===== src/rtl/loopback_fifo.sv =====
// Byte FIFO between the CDC OUT and IN application ports.
// Holds bytes back until a packet's worth is queued or the writer goes idle.
module loopback_fifo #(
   parameter int DEPTH       = 32,
   parameter int THRESHOLD   = 8,
   parameter int IDLE_CYCLES = 1600
) (
   input  logic                     clk_i,
   input  logic                     rstn_i,
   input  logic [7:0]               rx_data_i,
   input  logic                     rx_valid_i,
   output logic                     rx_ready_o,
   output logic [7:0]               tx_data_o,
   output logic                     tx_valid_o,
   input  logic                     tx_ready_i,
   output logic [$clog2(DEPTH):0]   level_o,
   output logic                     full_o,
   output logic                     empty_o
);

   localparam int AW = $clog2(DEPTH);
   localparam int LW = AW + 1;
   localparam int IW = (IDLE_CYCLES > 0) ? $clog2(IDLE_CYCLES + 1) : 1;

   localparam logic [LW-1:0] FULL_LVL = LW'(DEPTH);
   localparam logic [LW-1:0] THR_LVL  = LW'(THRESHOLD);
   localparam logic [LW-1:0] ONE_LVL  = LW'(1);
   localparam logic [IW-1:0] IDLE_MAX = IW'(IDLE_CYCLES);

   typedef enum logic {
      HOLD,
      DRAIN
   } state_t;

   logic [7:0]    mem [DEPTH];
   logic [AW-1:0] wr_ptr;
   logic [AW-1:0] rd_ptr;
   logic [LW-1:0] level;
   logic [IW-1:0] idle_cnt;
   state_t        state;
   state_t        state_nx;
   logic          wr;
   logic          rd;
   logic          idle;

   assign full_o     = (level == FULL_LVL);
   assign empty_o    = (level == '0);
   assign rx_ready_o = !full_o;
   assign level_o    = level;
   assign tx_data_o  = mem[rd_ptr];
   assign wr         = rx_valid_i && rx_ready_o;
   assign rd         = tx_valid_o && tx_ready_i;
   assign idle       = (idle_cnt == IDLE_MAX) && !empty_o;

   // storage is deliberately left out of reset
   always_ff @(posedge clk_i) begin
      if (wr) begin
         mem[wr_ptr] <= rx_data_i;
      end
   end

   always_ff @(posedge clk_i or negedge rstn_i) begin
      if (!rstn_i) begin
         wr_ptr <= '0;
         rd_ptr <= '0;
         level  <= '0;
      end else begin
         if (wr) begin
            wr_ptr <= wr_ptr + AW'(1);
         end
         if (rd) begin
            rd_ptr <= rd_ptr + AW'(1);
         end
         if (wr && !rd) begin
            level <= level + ONE_LVL;
         end else if (rd && !wr) begin
            level <= level - ONE_LVL;
         end
      end
   end

   always_ff @(posedge clk_i or negedge rstn_i) begin
      if (!rstn_i) begin
         idle_cnt <= '0;
      end else if (wr || empty_o) begin
         idle_cnt <= '0;
      end else if (idle_cnt != IDLE_MAX) begin
         idle_cnt <= idle_cnt + IW'(1);
      end
   end

   always_ff @(posedge clk_i or negedge rstn_i) begin
      if (!rstn_i) begin
         state <= HOLD;
      end else begin
         state <= state_nx;
      end
   end

   always_comb begin
      state_nx   = state;
      tx_valid_o = 1'b0;
      unique case (state)
         HOLD: begin
            if (level >= THR_LVL || idle || full_o) begin
               state_nx = DRAIN;
            end
         end
         DRAIN: begin
            tx_valid_o = !empty_o;
            // leave only when the last byte goes out with nothing arriving
            if (rd && !wr && level == ONE_LVL) begin
               state_nx = HOLD;
            end
         end
         default: state_nx = HOLD;
      endcase
   end

endmodule


===== config.mk =====
export PLATFORM = sky130hd
export DESIGN_NAME = loopback_fifo
export DESIGN_NICKNAME = d
export VERILOG_FILES = /design/src/rtl/loopback_fifo.sv
export SDC_FILE = /design/constraint.sdc
export NUM_CORES = 1
export LEC_CHECK = 0
export BUFFER_PORTS_ARGS = -buffer_cell sky130_fd_sc_hd__buf_2
export CORE_MARGIN = 2
export CORE_UTILIZATION = 43
export CTS_CLUSTER_DIAMETER = 40
export DETAILED_ROUTE_END_ITERATION = 12
export PLACE_DENSITY = 0.6
export SLEW_MARGIN = 10
export SYNTH_ARGS = -nofsm -noshare
export SYNTH_HDL_FRONTEND = slang
export SYNTH_SLANG_ARGS = --single-unit

===== constraint.sdc =====
create_clock -name clk_i -period 6.3 [get_ports clk_i]
set_input_delay 0.63 -clock clk_i [delete_from_list [all_inputs] [get_ports clk_i]]
set_output_delay 0.63 -clock clk_i [all_outputs]
set_load 0.03 [all_outputs]

# ---- Yosys cells after proc, flatten, opt, wreduce, memory -nomap -nowiden
# Memories as Yosys holds them, arrays and structs flattened.
# Index checks and enable logic that the tools add are counted.
dict set report word_totals {
  register_bits 28
  mem_bits_rw 256
  input_bits 12
  out_inout_bits 18
  memories 1
}
dict set report op_classes {
  add_sub_neg 5
  n_lt_le_gt_ge 1
  eq_ne 4
  muxes 10
  n_bitwise 1
  n_reduce_logical 16
}
# name words word_bits read_ports rd_clocked_by_memory_dff wr line
set mem_list {}
lappend mem_list {mem 32 8 1 0 1 35} ;# logic [7:0] mem [DEPTH];
# operator count
set op_table {}
lappend op_table {{11-bit two-way mux} 2}
lappend op_table {{6-bit two-way mux} 2}
lappend op_table {{11-bit by 1-bit adder with 11-bit output (second input constant)} 1}
lappend op_table {{11-bit equality test (second input constant)} 1}
lappend op_table {{11-bit inequality test (second input constant)} 1}
lappend op_table {{5-bit by 1-bit adder with 5-bit output (second input constant)} 2}
lappend op_table {{6-bit by 1-bit adder with 6-bit output (second input constant)} 1}
lappend op_table {{6-bit by 1-bit equality test with 1-bit output (second input constant)} 1}
lappend op_table {{6-bit equality test (second input constant)} 1}
lappend op_table {{6-bit by 4-bit greater-or-equal comparator with 1-bit output (second input constant)} 1}
lappend op_table {{1-bit logical AND} 6}
lappend op_table {{6-bit zero test} 1}
lappend op_table {{6-bit by 1-bit subtractor with 6-bit output (second input constant)} 1}
lappend op_table {{1-bit two-way mux} 5}
lappend op_table {{1-bit zero test} 4}
lappend op_table {{2-bit nonzero test} 2}
lappend op_table {{1-bit logical OR} 3}
lappend op_table {{1-bit case mux with 2 select lines} 1}
lappend op_table {{1-bit NOT} 1}

# ---- Depth between registers and ports, before layout
dict set report logic_depth {
  word_depth 8
  ltp_mapped 11
  depth_no_buf 10
}

# ---- Worst setup path before layout
# No wires, ideal clock.
dict set report synth_timing {
  path_type {reg2reg}
  from {reg level[0] (netlist: level_o[0])}
  to {reg level[4] (netlist: level_o[4])}
  arrival_time_ps 2680
  setup_slack_ps 3538
  stages_incl_launch_ff 11
  n_path_buf 1
  path_cell_list {dfrtp_1 inv_1 ha_1 nor4b_4 a211oi_2 inv_1 ha_1 clkbuf_1 or4b_1 a21oi_1 xor2_1}
}
dict set report synth_via {
  elab_chain_cells 7
  elab_cells_between_ends 16
}
# item line
set synth_lines {}
lappend synth_lines {{start, declared} 38} ;# logic [LW-1:0] level;
lappend synth_lines {{start signal, assigned} 75} ;# level <= level + ONE_LVL;
lappend synth_lines {{start signal, assigned} 77} ;# level <= level - ONE_LVL;
lappend synth_lines {{6-bit zero test *} 47} ;# assign empty_o = (level == '0);
lappend synth_lines {{1-bit zero test *} 110} ;# tx_valid_o = !empty_o;
lappend synth_lines {{1-bit two-way mux *} 103} ;# unique case (state)
lappend synth_lines {{1-bit logical AND *} 52} ;# assign rd = tx_valid_o && tx_ready_i;
lappend synth_lines {{via rd} 43} ;# logic rd;
lappend synth_lines {{1-bit zero test} 74} ;# if (wr && !rd) begin
lappend synth_lines {{1-bit logical AND} 74}
lappend synth_lines {{6-bit two-way mux or 2-bit nonzero test (tied branches)} n/a}
# Mark *: on every way through the listed nets, which the timed path passes. The rest lies on a longest branch. The select of a mux whose other input is x is not followed.
# A chain may end at the register's enable or synchronous reset.

# ---- Worst setup path after layout
dict set report layout_timing {
  from {reg rd_ptr[0]}
  to {out tx_data_o[7]}
}
dict set report layout_via {
  elab_chain_cells 1
}
# item line
set layout_lines {}
lappend layout_lines {{start, declared} 37} ;# logic [AW-1:0] rd_ptr;
lappend layout_lines {{start signal, assigned} 72} ;# rd_ptr <= rd_ptr + AW'(1);
lappend layout_lines {{memory 32 x 8 bit} n/a}
lappend layout_lines {{end, declared} 13} ;# output logic [7:0] tx_data_o,
# No other way between the ends.

==> reports/metrics.csv <==
stage;metric;value;unit
synth;synth_cell_type_count;55;
timing;rsz0062_at_grt;false;
cells_and_area;seq_area;8390;um^2
drt;drt_iter0_drc;517;
clock_network;h-tree-depth;2;
synth;synth-seq-cells;284;
critical_path;r2r-start;level_o[0];
power;powerDensity;475;nW/um^2
placement;place_ws;2.79;ns
global_routing;grt_max_degree;49;
cells_and_area;final_cell_mix;256 x edfxtp_1, 48 x nor2_1, 41 x mux4_2;
drt;wl;25100;um
power;ir_worst_vdd;223;uV
timing;finalHoldViolations;0;
floorplan;num_rows;59;
timing;tightest_slew;0.962;ns
critical_path;startpoint;rd_ptr[0];
timing;max-slew-margin-rel;0.358;
global_routing;grt_use_total;0.182;
timing;holdWs;0.143;ns
critical_path;worstSetupEndpoint;tx_data_o[7];
clock_network;post_cts_buffers;0;
power;p_total;6.28;mW
synth;async_flop_share;0.0986;
placement;io_buffers;29;
timing;final.min_clock_period;4.02;ns
synth;seq_area_frac_synth;0.728;
synth;synth_top_flop_cell;edfxtp_1;
run_status;status;finished clean;
cells_and_area;utilization;0.505;
synth;synth_nets;648;
placement;gp_routability_congestion;0.816;
clock_network;cts_buffers;38;
critical_path;crit_path_end_kind;output pin;
floorplan;die_w;168;um
clock_network;cts_sinks;284;
global_routing;overflow;0;
drt;routed_via_density;5.70;
critical_path;rrSetupSlack;2.86;ns
timing;clock.fmax;0.249;GHz
synth;syn-instance-count;623;
cells_and_area;n_antenna_cell;0;
floorplan;start_util;0.440;
synth;synth_edf_count;256;
global_routing;grt_pass1_vias;6101;
critical_path;critPathRequiredTime;5.67;ns
timing;setup_tns;0;ns
timing;worst_clock_skew;0.0161;ns
placement;placed_cell_area;11900;um^2
floorplan;die_h;168;um
clock_network;path_clk_slew;0.05;ns
clock_network;cts_tree;built;
cells_and_area;layout.cells.non_filler;1024;
cells_and_area;fin_nets;687;
placement;place_inst;957;
drt;num_vias;5837;
power;cellLeakagePower;4.49;nW
critical_path;start_kind;flip-flop;
hold_path;hp-class;in2async;
floorplan;die_area;28100;um^2
synth;syn_area;11500;um^2
cells_and_area;n_fill_cell;2070;
floorplan;io_pins;30;
drt;firstDrtPassIters;5;
cells_and_area;drive_gt1_frac;0.221;
clock_network;cts-root-buf;clkbuf_16;
timing;timing.final.crit_share;0.638;
drt;drc;0;
clock_network;clk_latency;0.53;ns
critical_path;worst-setup-path-type;reg2out;
timing;report.final.slew_viol_count;0;
cells_and_area;final_common_cell;edfxtp_1;
clock_network;post_cts_resized;0;
critical_path;reg2reg_depth;6;
global_routing;antenna_found_initial;0;
cells_and_area;fin_area;13200;um^2
critical_path;crit_arrival;3.39;ns
timing;timing.final.ws_setup;2.28;ns
synth;avgSynthCellArea;18.5;um^2
cells_and_area;areaGrowthSynthToFinish;14.7;%
timing;finalSetupViolCount;0;
global_routing;grt_pass1_wl;37600;um
cells_and_area;multi_input_area;2890;um^2
placement;hpwl;15500;um
critical_path;r2r-end;mem[24][7];
run;drv_cap;0;
synth;ys_warn_count;0;
drt;wl_per_cell;24.5;um
floorplan;core;26200;um^2
drt;postRouteAntennaNets;0;
critical_path;crit_fanout;48;
clock_network;cts_hold_buf;0;
clock_network;clock_path_buffers;3;
[cells by family after synthesis]
kind of cell / after synthesis / share of synthesized area
AO/OA/AOI/OAI: 66 / 0.0451
XOR/XNOR: 23 / 0.0175
adder cells (fa/ha/maj): 13 / 0.0141
buffers and inverters: 46 / 0.0217
flip-flops: 284 / 0.728
multiplexers: 84 / 0.126
AND/OR/NAND/NOR: 107 / 0.0479
[state kept, by name, indices dropped and copies added, names as in the netlist]
name	count
state	1
wr_ptr	5
idle_cnt	11
rd_ptr	5
level_o	6
mem	256
[layer usage]
metal,wire length [um],vias to the layer above,GRT usage
li1,-,2573,-
met1,10800,3033,0.246
met2,12200,185,0.294
met3,1520,46,0.0418
met4,626,0,0.0597
met5,0,-,0
[power by group]
part	switching, mW	leakage [nW]	internal, mW
registers	0.243	2.65	2.23
logic	0.990	1.21	0.663
clock network	0.819	0.620	1.33
[layout make-up]
type                       instances  share of cell area
timing repair buffer              33              0.0132
clock buffer                      44              0.0760
inverter                          12             0.00341
multi-input combinational        293               0.219
sequential                       284               0.635
tap                              335              0.0317
clock inverter                    23              0.0221
[synth_stat cells, types with 6 or more instances]
cell / instances / area (um^2)
edfxtp_1: 256 / 7690
nor2_1: 48 / 180
mux4_2: 41 / 923
mux2i_1: 35 / 350
dfrtp_1: 28 / 701
a21oi_1: 17 / 85.1
buf_2: 14 / 70.1
nand2_1: 14 / 52.6
ha_1: 13 / 163
xnor2_1: 13 / 114
inv_1: 11 / 41.3
xor2_1: 10 / 87.6
a22oi_1: 9 / 67.6
nand4_1: 9 / 56.3
o221ai_1: 8 / 70.1
a2111oi_2: 7 / 105
a22o_1: 7 / 61.3
o22ai_1: 7 / 43.8
buf_6: 6 / 67.6
clkbuf_1: 6 / 22.5
mux4_1: 6 / 158
nand3_1: 6 / 30.0
[how the worst min path moves through the flow]
stage | start | end | slack, ns
global placement | state | state | 0.48
CTS | rstn_i | idle_cnt[1] | 0.15
detailed placement | state | state | 0.49
finish | rstn_i | idle_cnt[1] | 0.14
floorplan | rstn_i | idle_cnt[0] | 0.33
global route | rstn_i | idle_cnt[3] | 0.18
[critical path: stages, from the launching register on]
cell       delay, ns
dfrtp_4         1.03
buf_4           0.42
mux4_2          0.57
a2111oi_2       0.49
a21oi_1         0.11
buf_2           0.20
Note: power is estimated with default switching activity, not from simulation.
